===== src/rtl/led_seq_pkg.sv =====
// Shared constants, encodings and pattern helper for the LED sequence controller.
// Optional readback (macro LED_SEQ_READBACK_EN) is implemented in led_seq_ctrl.
package led_seq_pkg;

  localparam logic [11:0] LED_ADDR       = 12'h060;
  localparam logic [11:0] CTRL_ADDR      = 12'h064;
  localparam logic [11:0] PERIOD_ADDR    = 12'h068;
  localparam logic [11:0] PAT_ADDR       = 12'h06C;
  localparam logic [31:0] DEFAULT_PERIOD = 32'd50_000_000;
  localparam logic [23:0] PAT_RESET      = 24'h000001;

  typedef enum logic [1:0] {
    MODE_ROTL  = 2'b00,
    MODE_ROTR  = 2'b01,
    MODE_BLINK = 2'b10,
    MODE_HOLD  = 2'b11
  } mode_e;

  typedef enum logic [1:0] {
    ST_IDLE  = 2'd0,
    ST_COUNT = 2'd1,
    ST_ISSUE = 2'd2
  } state_e;

  // Bit 0 is enable, bits [2:1] select the mode.
  typedef struct packed {
    mode_e mode;
    logic  enable;
  } ctrl_t;

  function automatic logic [23:0] rotate_pat(input mode_e mode, input logic [23:0] pat);
    logic [23:0] res;
    res = pat;
    case (mode)
      MODE_ROTL: res = {pat[22:0], pat[23]};
      MODE_ROTR: res = {pat[0], pat[23:1]};
      default:   res = pat;
    endcase
    return res;
  endfunction

endpackage


===== src/rtl/led_seq_prescaler.sv =====
// Step-period counter: counts while running, fires tick at the end of the period,
// treats a zero period as one cycle and clears whenever the engine is disabled.
module led_seq_prescaler (
  input  logic        clk,
  input  logic        rst,
  input  logic        enable_i,
  input  logic        run_i,
  input  logic [31:0] period_i,
  output logic        tick_o
);

  logic [31:0] cnt_q;
  logic [31:0] cnt_d;
  logic [31:0] eff_period;

  always_comb begin
    eff_period = (period_i == 32'd0) ? 32'd1 : period_i;
    // >= rather than == so a shortened period mid-count fires immediately.
    tick_o     = enable_i && run_i && (cnt_q >= eff_period - 32'd1);
    cnt_d      = cnt_q + 32'd1;
    if (!enable_i || !run_i || tick_o) begin
      cnt_d = '0;
    end
  end

  always_ff @(posedge clk) begin
    if (rst) begin
      cnt_q <= '0;
    end else begin
      cnt_q <= cnt_d;
    end
  end

endmodule


===== src/rtl/led_seq_ctrl.sv =====
// LED sequence controller: CPU pass-through plus a rotate/blink pattern engine
// sharing the LED write port. Define LED_SEQ_READBACK_EN to add cpu_rdata.
module led_seq_ctrl
  import led_seq_pkg::*;
(
  input  logic        clk,
  input  logic        rst,
  input  logic [11:0] cpu_addr,
  input  logic        cpu_we,
  input  logic [31:0] cpu_wdata,
  output logic [11:0] led_addr,
  output logic        led_we,
  output logic [31:0] led_wdata,
  output logic        busy
`ifdef LED_SEQ_READBACK_EN
  ,
  output logic [31:0] cpu_rdata
`endif
);

  state_e      state_q, state_d;
  ctrl_t       ctrl_q, ctrl_d;
  logic [31:0] period_q, period_d;
  logic [23:0] pat_q, pat_d;
  logic        phase_q, phase_d;
  logic        busy_q;
  logic        tick;
  logic [23:0] pat_out;

  logic wr_led, wr_ctrl, wr_period, wr_pat;
  assign wr_led    = cpu_we && (cpu_addr == LED_ADDR);
  assign wr_ctrl   = cpu_we && (cpu_addr == CTRL_ADDR);
  assign wr_period = cpu_we && (cpu_addr == PERIOD_ADDR);
  assign wr_pat    = cpu_we && (cpu_addr == PAT_ADDR);

  // Enable decisions see this cycle's CTRL write so a disable lands on the same edge.
  assign ctrl_d  = wr_ctrl ? ctrl_t'(cpu_wdata[2:0]) : ctrl_q;
  assign pat_out = (ctrl_q.mode == MODE_BLINK && phase_q) ? 24'h0 : pat_q;

  led_seq_prescaler u_prescaler (
    .clk      (clk),
    .rst      (rst),
    .enable_i (ctrl_d.enable),
    .run_i    (state_q == ST_COUNT),
    .period_i (period_q),
    .tick_o   (tick)
  );

  always_comb begin
    period_d = wr_period ? cpu_wdata : period_q;
    pat_d    = pat_q;
    phase_d  = phase_q;
    state_d  = state_q;

    // A CPU pattern or LED write overrides any advance in the same cycle.
    if (wr_pat || wr_led) begin
      pat_d = cpu_wdata[23:0];
    end else if (tick) begin
      pat_d = rotate_pat(ctrl_q.mode, pat_q);
    end

    if (wr_pat) begin
      phase_d = 1'b0;
    end else if (tick && !wr_led && ctrl_q.mode == MODE_BLINK) begin
      phase_d = ~phase_q;
    end

    if (!ctrl_d.enable) begin
      state_d = ST_IDLE;
    end else begin
      case (state_q)
        ST_IDLE:  state_d = ST_COUNT;
        ST_COUNT: state_d = tick ? ST_ISSUE : ST_COUNT;
        ST_ISSUE: state_d = cpu_we ? ST_ISSUE : ST_COUNT;
        default:  state_d = ST_IDLE;
      endcase
    end
  end

  always_ff @(posedge clk) begin
    if (rst) begin
      state_q  <= ST_IDLE;
      ctrl_q   <= '0;
      period_q <= DEFAULT_PERIOD;
      pat_q    <= PAT_RESET;
      phase_q  <= 1'b0;
      busy_q   <= 1'b0;
    end else begin
      state_q  <= state_d;
      ctrl_q   <= ctrl_d;
      period_q <= period_d;
      pat_q    <= pat_d;
      phase_q  <= phase_d;
      busy_q   <= (state_d != ST_IDLE);
    end
  end

  // CPU always wins the port; the engine retries from ISSUE until the bus is free.
  always_comb begin
    led_addr  = cpu_addr;
    led_we    = 1'b0;
    led_wdata = cpu_wdata;
    if (cpu_we) begin
      led_we = 1'b1;
    end else if (state_q == ST_ISSUE) begin
      led_addr  = LED_ADDR;
      led_we    = 1'b1;
      led_wdata = {8'h0, pat_out};
    end
  end

  assign busy = busy_q;

`ifdef LED_SEQ_READBACK_EN
  logic [23:0] shadow_q;

  always_ff @(posedge clk) begin
    if (rst) begin
      shadow_q <= '0;
    end else if (led_we && led_addr == LED_ADDR) begin
      shadow_q <= led_wdata[23:0];
    end
  end

  always_comb begin
    case (cpu_addr)
      LED_ADDR:    cpu_rdata = {8'h0, shadow_q};
      CTRL_ADDR:   cpu_rdata = {29'h0, ctrl_q};
      PERIOD_ADDR: cpu_rdata = period_q;
      PAT_ADDR:    cpu_rdata = {8'h0, pat_q};
      default:     cpu_rdata = 32'h0;
    endcase
  end
`endif

endmodule

===== config.mk =====
export PLATFORM = sky130hd
export DESIGN_NAME = led_seq_ctrl
export DESIGN_NICKNAME = d
export VERILOG_FILES = /design/src/rtl/led_seq_pkg.sv /design/src/rtl/led_seq_prescaler.sv /design/src/rtl/led_seq_ctrl.sv
export SDC_FILE = /design/constraint.sdc
export NUM_CORES = 1
export LEC_CHECK = 0
export ABC_AREA = 1
export CAP_MARGIN = 20
export CELL_PAD_IN_SITES_DETAIL_PLACEMENT = 1
export CELL_PAD_IN_SITES_GLOBAL_PLACEMENT = 2
export CORE_AREA = 2 2 169 155
export DETAILED_ROUTE_END_ITERATION = 10
export DIE_AREA = 0 0 171 157
export GPL_ROUTABILITY_DRIVEN = 0
export GPL_TIMING_DRIVEN = 1
export PLACE_DENSITY = 0.82
export SYNTH_ARGS = -nofsm -noshare
export SYNTH_HDL_FRONTEND = slang
export SYNTH_SLANG_ARGS = --single-unit

===== constraint.sdc =====
create_clock -name clk -period 3.25 [get_ports clk]
set_input_delay 0.65 -clock clk [delete_from_list [all_inputs] [get_ports clk]]
set_output_delay 0.65 -clock clk [all_outputs]
set_load 0.03 [all_outputs]

==> impl_results.md, run 1 <==
- Comb pwr share: 10.2%
- Pwr/cell area: 248 nW/um^2
- Mapped cell area: 6670 sq um
- RR Startpoint: period_q[18]
- Failing checks: negative setup slack
- Drt total wl: 23.3 mm
- Post-synth top area cell: dfxtp_1
- Worst EP required: 3.50 ns
- Per-cell routed wire length: 15.2 microns
- Met2 WL: 11.2 mm
- Die height: 157 microns
- Crit. path cell count: 29
- CP endpoint kind: flop
- TritonCTS Buffers: 9
- Syn avg cell area: 6.47 sq um
- DRT antenna net count: 0
- Post-synthesis sequential area ratio: 28.5%
- Final nets: 1,268
- TritonCTS clock tree: built
- H-Tree Depth: 3
- Congestion Overflow GR: 0
- Post-synth top area share: 28.5%
- Post-synthesis sequential element count: 95
- Synth warn: 0
- VDD IR max: 0.000201 V
- Layout area overhead: 44.0%
- DIE WIDTH: 171 microns
- I/O pin count: 93
- Worst Tran Pin Value: 0.604 ns
- Util after Layout: 38.5%
- Worst Setup EP: pat_q[9]
- Core footprint: 24,900 sq um
- Main area contributors after synthesis: dfxtp_1, nand2_1, inv_1
- Syn nets: 1,111
- Antenna violations before repair: 0
- Setup CP Type: flop to flop
- R2r worst-path depth: 29
- Net Sw Frac: 25.7%
- Min Tclk post-route: 3.42 ns
- Number of flops mapped to enable cells by yosys: 0
- Top FF cell, synth: dfxtp_1
- Avg Vias per Cell: 4.66
- Syn Inst Count: 1,030
- Placed inst area: 8390 sq um
- Flop2flop setup slack: -0.17 ns
- Leak: 4.42 nW
- Sequential fraction of design power: 48.9%
- RSZ-0062 raised after global routing: yes
- DP HPWL: 17.0 mm
- Clock root buffer: clkbuf_16
- Crit path DAT: 3.67 ns
- First-pass DRT Iterations: 4
- Max stage delay on crit path: 0.34 ns
- Max frequency: 0.293 GHz
- Period utilization: 105%
- Relative slew slack: 59.5%
- Final Cell Area: 9600 sq um
- RR Endpoint: pat_q[9]
- P_sw: 0.610 mW
- Post-Layout Cell Count: 1,530
- WL met3: 451 microns
- CP Launch Point: period_q[18]
- Clk_skew: 0.0126 ns
- Power Internal: 1.77 mW
- Fill cells: 3,154
- Post-synth top cells: nand2_1, inv_1, nor2_1, dfxtp_1, nand3_1
- Placed Cells: 1,495
- Crit-path max FO: 7
- Worst hold margin: 0.430 ns
- MaxCap Viol Count: 0
- Vias in the first global route: 7,223
- Critical-path top delay cell: dfxtp_2
- Cts hold-fix bufs: 0
- Final Hold Vio Count: 0
- Setup ws final: -0.165 ns
- GRT Overall Usage: 17.5%
- Most frequent cell after synthesis: nand2_1
- Outcome: finished, violations left
- Starting Density: 26.8%
- Starting DRT DRC Count: 289
- Number of port buffers: 92
- Die ar.: 26,800 sq um
- Metal-1 WL: 11.2 mm
- Setup TNS Final: -4.90 ns
- Delay-heaviest family, CP: simple AND/OR/NAND/NOR gates
- Number of diodes: 0
- DRC: 0
- Max Slew Vio Count: 0
- Yosys cell types: 42
- Ys async rst share: 0%
- Vias: 7,127
- First-pass GRT wire length: 37.5 mm
- Largest buffer count on any clock path: 2
- Rows: 55
- Final setup violation count: 56
- Reg clk slew, reported paths: 0.07 ns
- Clk_lat worst skew: 0.36 ns
- CTS Sinks: 95
- Share of layout cells above drive strength 1: 25.4%
- Hold Startpoint: state_q[1]
- CP Launch Type: flop
- WP buf/inv: 5
- Post-Place Setup Slack: -0.398 ns
- Largest net degree at the start of global routing: 55
- HP Class: flop to flop
- Most used cell along the critical path: nand2_2
- Total power: 2.38 mW
- Top Layer Used: met4
- Clock Power Share: 40.9%
==> worst min path at each step <==
stage	endpoint	slack [ns]	cells after the start
2_1_floorplan	busy	0.41	1
3_3_place_gp	busy	0.41	1
3_5_place_dp	busy	0.42	1
4_1_cts	busy	0.43	1
5_1_grt	busy	0.46	1
6_report	busy	0.43	1
==> worst reg2reg max path: cells and delay by family (launching register included) <==
kind,cells,cell delay (ns)
AOI/OAI and AO/OA,1,0.13
xor gates and xnor gates,1,0.19
adders and majority gates,2,0.43
buffers and inverters,5,0.53
DFF,1,0.34
and+or+nand+nor,20,1.70
==> cell usage in the layout (no fill, tap or decap), types with 5 or more instances in the layout <==
cell type,netlist,routed
a211oi_1,8,8
a21oi_1,59,27
a21oi_2,0,29
buf_12,0,5
buf_16,0,5
buf_4,0,106
clkbuf_16,0,10
clkdlybuf4s50_1,0,66
dfxtp_1,95,85
dfxtp_2,0,10
ha_1,34,33
inv_1,160,149
inv_2,0,11
nand2_1,193,176
nand2_2,3,18
nand3_1,71,50
nand3_2,4,19
nand3_4,1,7
nand4_1,16,16
nor2_1,139,111
nor2_2,4,10
nor2_4,6,28
nor3_1,14,10
nor3b_2,1,6
nor4_1,9,9
o211ai_1,33,33
o21ai_0,62,62
or2_2,6,6
xnor2_1,16,15
xor2_1,27,23
==> cell type report <==
type                       instances  area, sq um  share of cell area [%]
clock buffer                       9          225                    2.35
clock inverter                     3         15.0                   0.156
inverter                         163          612                    6.37
multi-input combinational        729         4600                    48.0
sequential                        95         1910                    19.9
tap                              342          428                    4.46
timing repair buffer             189         1800                    18.8
==> power groups by stage <==
stage | Combinational [mW] | Sequential, mW | Clock (mW)
after floorplan | 0.107 | 1.19 | 0
after global placement | 0.243 | 1.19 | 0
after detailed placement | 0.243 | 1.19 | 0
after CTS | 0.245 | 1.16 | 0.990
after global routing | 0.259 | 1.16 | 1.03
final | 0.242 | 1.16 | 0.972
==> state kept, by name, summed over array words and instances, names as in the netlist <==
register,flops
state_q,2
ctrl_q,3
u_prescaler.cnt_q,32
busy,1
period_q,32
pat_q,24
phase_q,1
==> repair_timing <==
item                       in CTS  in global routing
gates resized for setup       108                 75
setup endpoints to repair      59                 59
setup buffers                  17                  4
gates cloned                    7                  1
pin swaps                      31                 22
==> routing by layer <==
layer  vias to the layer above  GRT usage [%]
met5                         -              0
met4                         0           4.60
met3                        17           2.44
met2                        73           29.9
met1                      3404           23.1
li1                       3633              -
==> logic make-up (layout without fill, tap and decap cells) <==
family	Yosys count	count (layout)	share of synthesized area, %
XOR/XNOR	43	43	5.65
AND/OR/NAND/NOR	482	482	32.7
buffers and inverters	206	364	12.2
adder cells (fa/ha/maj)	34	34	6.38
AO/OA/AOI/OAI	170	170	14.5
flip-flops	95	95	28.5
Power figures use the tool's default switching activity.
==> inputs of run 2 (changes only) <==
Settings changed: SLEW_MARGIN set to 15.
==> results of run 2 <==
Final layout, timing and power as in run 1 (identical DEF).
==> inputs of run 3 (changes only) <==
Settings changed: RECOVER_POWER set to 50, SLEW_MARGIN 15 to 20.
==> impl_results.md, run 3 (synthesized netlist as in run 1, its figures left out) <==
- Hold Path Sink: busy
- Clk_lat worst skew: 0.36 ns (about the same)
- Final setup violation count: 56 (unchanged)
- TritonCTS clock tree: built
- Number of diodes: 0 (unchanged)
- Placed inst area: 8390 sq um (unchanged)
- Largest regs: period_q (32), u_prescaler.cnt_q (32), pat_q (24)
- CP endpoint kind: flop
- Pwr/cell area: 248 nW/um^2 (+0.12%)
- Worst EP required: 3.50 ns (about the same)
- Placed Cells: 1,495 (unchanged)
- Post-Layout Cell Count: 1,530 (unchanged)
- HP Class: flop to flop
- Drt total wl: 23.3 mm (about the same)
- Largest net degree at the start of global routing: 55 (unchanged)
- Max Slew Vio Count: 0 (unchanged)
- Number of port buffers: 92 (unchanged)
- Most common cell after layout, fill and taps aside: nand2_1
- Post-Place Setup Slack: -0.398 ns (unchanged)
- DP HPWL: 17.0 mm (unchanged)
- CP Launch Type: flop
- GRT busiest layer: met2
- Delay-heaviest family, CP: simple AND/OR/NAND/NOR gates
- I/O pin count: 93 (unchanged)
- First-pass GRT wire length: 37.5 mm (unchanged)
- First-pass DRT Iterations: 5 (+1)
- Worst hold path depth: 1 (unchanged)
- CTS Sinks: 95 (unchanged)
- Critical-path top delay cell: dfxtp_2
- Per-cell routed wire length: 15.2 microns (about the same)
- Routing usage on met1: 23.1% (unchanged)
- Max frequency: 0.292 GHz (-0.19%)
- Failing checks: negative setup slack
- Flop2flop setup slack: -0.17 ns (about the same)
- Total power: 2.38 mW (about the same)
- Die height: 157 microns (unchanged)
- Relative slew slack: 49.1% (-10 points)
- Period utilization: 105% (+0.20 points)
- Setup CP Type: flop to flop
- MaxCap Viol Count: 0 (unchanged)
- Starting Density: 26.8% (unchanged)
- Worst hold margin: 0.430 ns (+0.00000600 ns)
- DRT antenna net count: 0 (unchanged)
- Congestion Overflow GR: 0 (unchanged)
- Final Cell Area: 9580 sq um (-0.17%)
- Rows: 55 (unchanged)
- RR Startpoint: period_q[18]
- Fill cells: 3,158 (+0.13%)
- Max stage delay on crit path: 0.34 ns (about the same)
- Leak: 4.43 nW (about the same)
- M2 GR Usage: 29.9% (unchanged)
- Avg Vias per Cell: 4.65 (-0.20%)
- GRT Overall Usage: 17.5% (unchanged)
- Largest buffer count on any clock path: 2 (unchanged)
- RSZ-0062 raised after global routing: yes
- R2r worst-path depth: 29 (unchanged)
- Crit-path max FO: 7 (unchanged)
- Cts hold-fix bufs: 0 (unchanged)
- H-Tree Depth: 3 (unchanged)
- Share of layout cells above drive strength 1: 25.3% (-0.17 points)
- Clock root buffer: clkbuf_16
- Most used cell along the critical path: nand2_2
- Antenna violations before repair: 0 (unchanged)
- Min Tclk post-route: 3.42 ns (+0.00644 ns)
- Starting DRT DRC Count: 277 (-4.2%)
- TritonCTS Buffers: 9 (unchanged)
- Vias: 7,113 (-0.20%)
- DIE WIDTH: 171 microns (unchanged)
- Die ar.: 26,800 sq um (unchanged)
- VDD IR max: 0.000200 V (-0.18%)
- RR Endpoint: pat_q[9]
- Reg clk slew, reported paths: 0.07 ns (about the same)
- WP buf/inv: 5 (unchanged)
- Setup ws final: -0.172 ns (-0.00644 ns)
- Core footprint: 24,900 sq um (unchanged)
- Commonest non-fill, non-tap cells in the layout: nand2_1, inv_1, nor2_1, buf_4, dfxtp_1
- Hold Startpoint: state_q[1]
- Layout area overhead: 43.7%
- Met3 usage: 2.44% (unchanged)
- DRC: 0 (unchanged)
- Vias in the first global route: 7,223 (unchanged)
- Clk_skew: 0.0127 ns (+0.0000613 ns)
- Crit path DAT: 3.67 ns (about the same)
- Worst Tran Pin Value: 0.764 ns (+0.160 ns)
- Final nets: 1,268 (unchanged)
- Outcome: finished, violations left
- Final Hold Vio Count: 0 (unchanged)
==> run 3: changes by cell type in the layout (fill, tap and decap cells not counted) <==
cell,previous run,this run
nor2_4,28,27
clkdlybuf4s50_1,66,61
clkbuf_2,0,2
o21ai_2,1,0
o21ai_0,62,63
buf_4,106,103
clkbuf_4,0,1
nor2_1,111,112
dlygate4sd3_1,0,5
==> run 3: where the power goes <==
group / internal (mW) / switching, mW / leakage, nW
combinational: 0.104 / 0.137 / 3.54
clock: 0.499 / 0.473 / 0.123
sequential: 1.16 / 0.000164 / 0.764
==> run 3: layer usage <==
layer	wire, microns	part of all wire [%]	vias to the layer above
met5	0	0	-
met1	11300	48	3401
met3	397	1.7	18
li1	-	-	3634
met2	11200	48	60
met4	440	1.9	0
==> run 3: through the flow <==
stage          TNS, ns  utilization, %
2_1_floorplan        0               -
3_5_place_dp    -16.00            33.7
4_1_cts          -6.80            37.3
3_3_place_gp    -11.48            33.7
5_1_grt         -19.01            38.5
6_report         -5.15            38.5
==> run 3: cell type report <==
class	instances	area, sq um	share of cell area, %
multi-input combinational	729	4590	47.9
sequential	95	1910	20.0
timing repair buffer	189	1800	18.7
inverter	163	612	6.38
tap	342	428	4.46
clock buffer	9	225	2.35
clock inverter	3	15.0	0.157
==> run 3: worst max path at each step <==
| stage | startpoint | to | slack, ns | cells after the start |
|---|---|---|---|---|
| floorplan | period_q[5] | pat_q[10] | 0.00005 | 27 |
| finish | period_q[18] | pat_q[9] | -0.17 | 29 |
| detailed placement | period_q[18] | pat_q[16] | -0.40 | 28 |
| global placement | period_q[19] | pat_q[16] | -0.33 | 28 |
| global route | period_q[18] | pat_q[3] | -0.42 | 29 |
| CTS | period_q[19] | pat_q[16] | -0.18 | 28 |
==> run 3: what timing repair did <==
action                                  in CTS  in global routing
setup buffers                               17                  4
pin swaps                                   31                 22
gates resized for setup                    108                 75
endpoints found under the setup margin      59                 59
cloned                                       7                  1
==> run 3: worst register-to-register path: cells and delay by family, from the launching register on <==
family	cells	cell delay, ns
buffers and inverters	5	0.53
AOI/OAI and AO/OA	1	0.13
and+or+nand+nor	20	1.71
DFF	1	0.34
xor gates and xnor gates	1	0.19
adders and majority gates	2	0.43
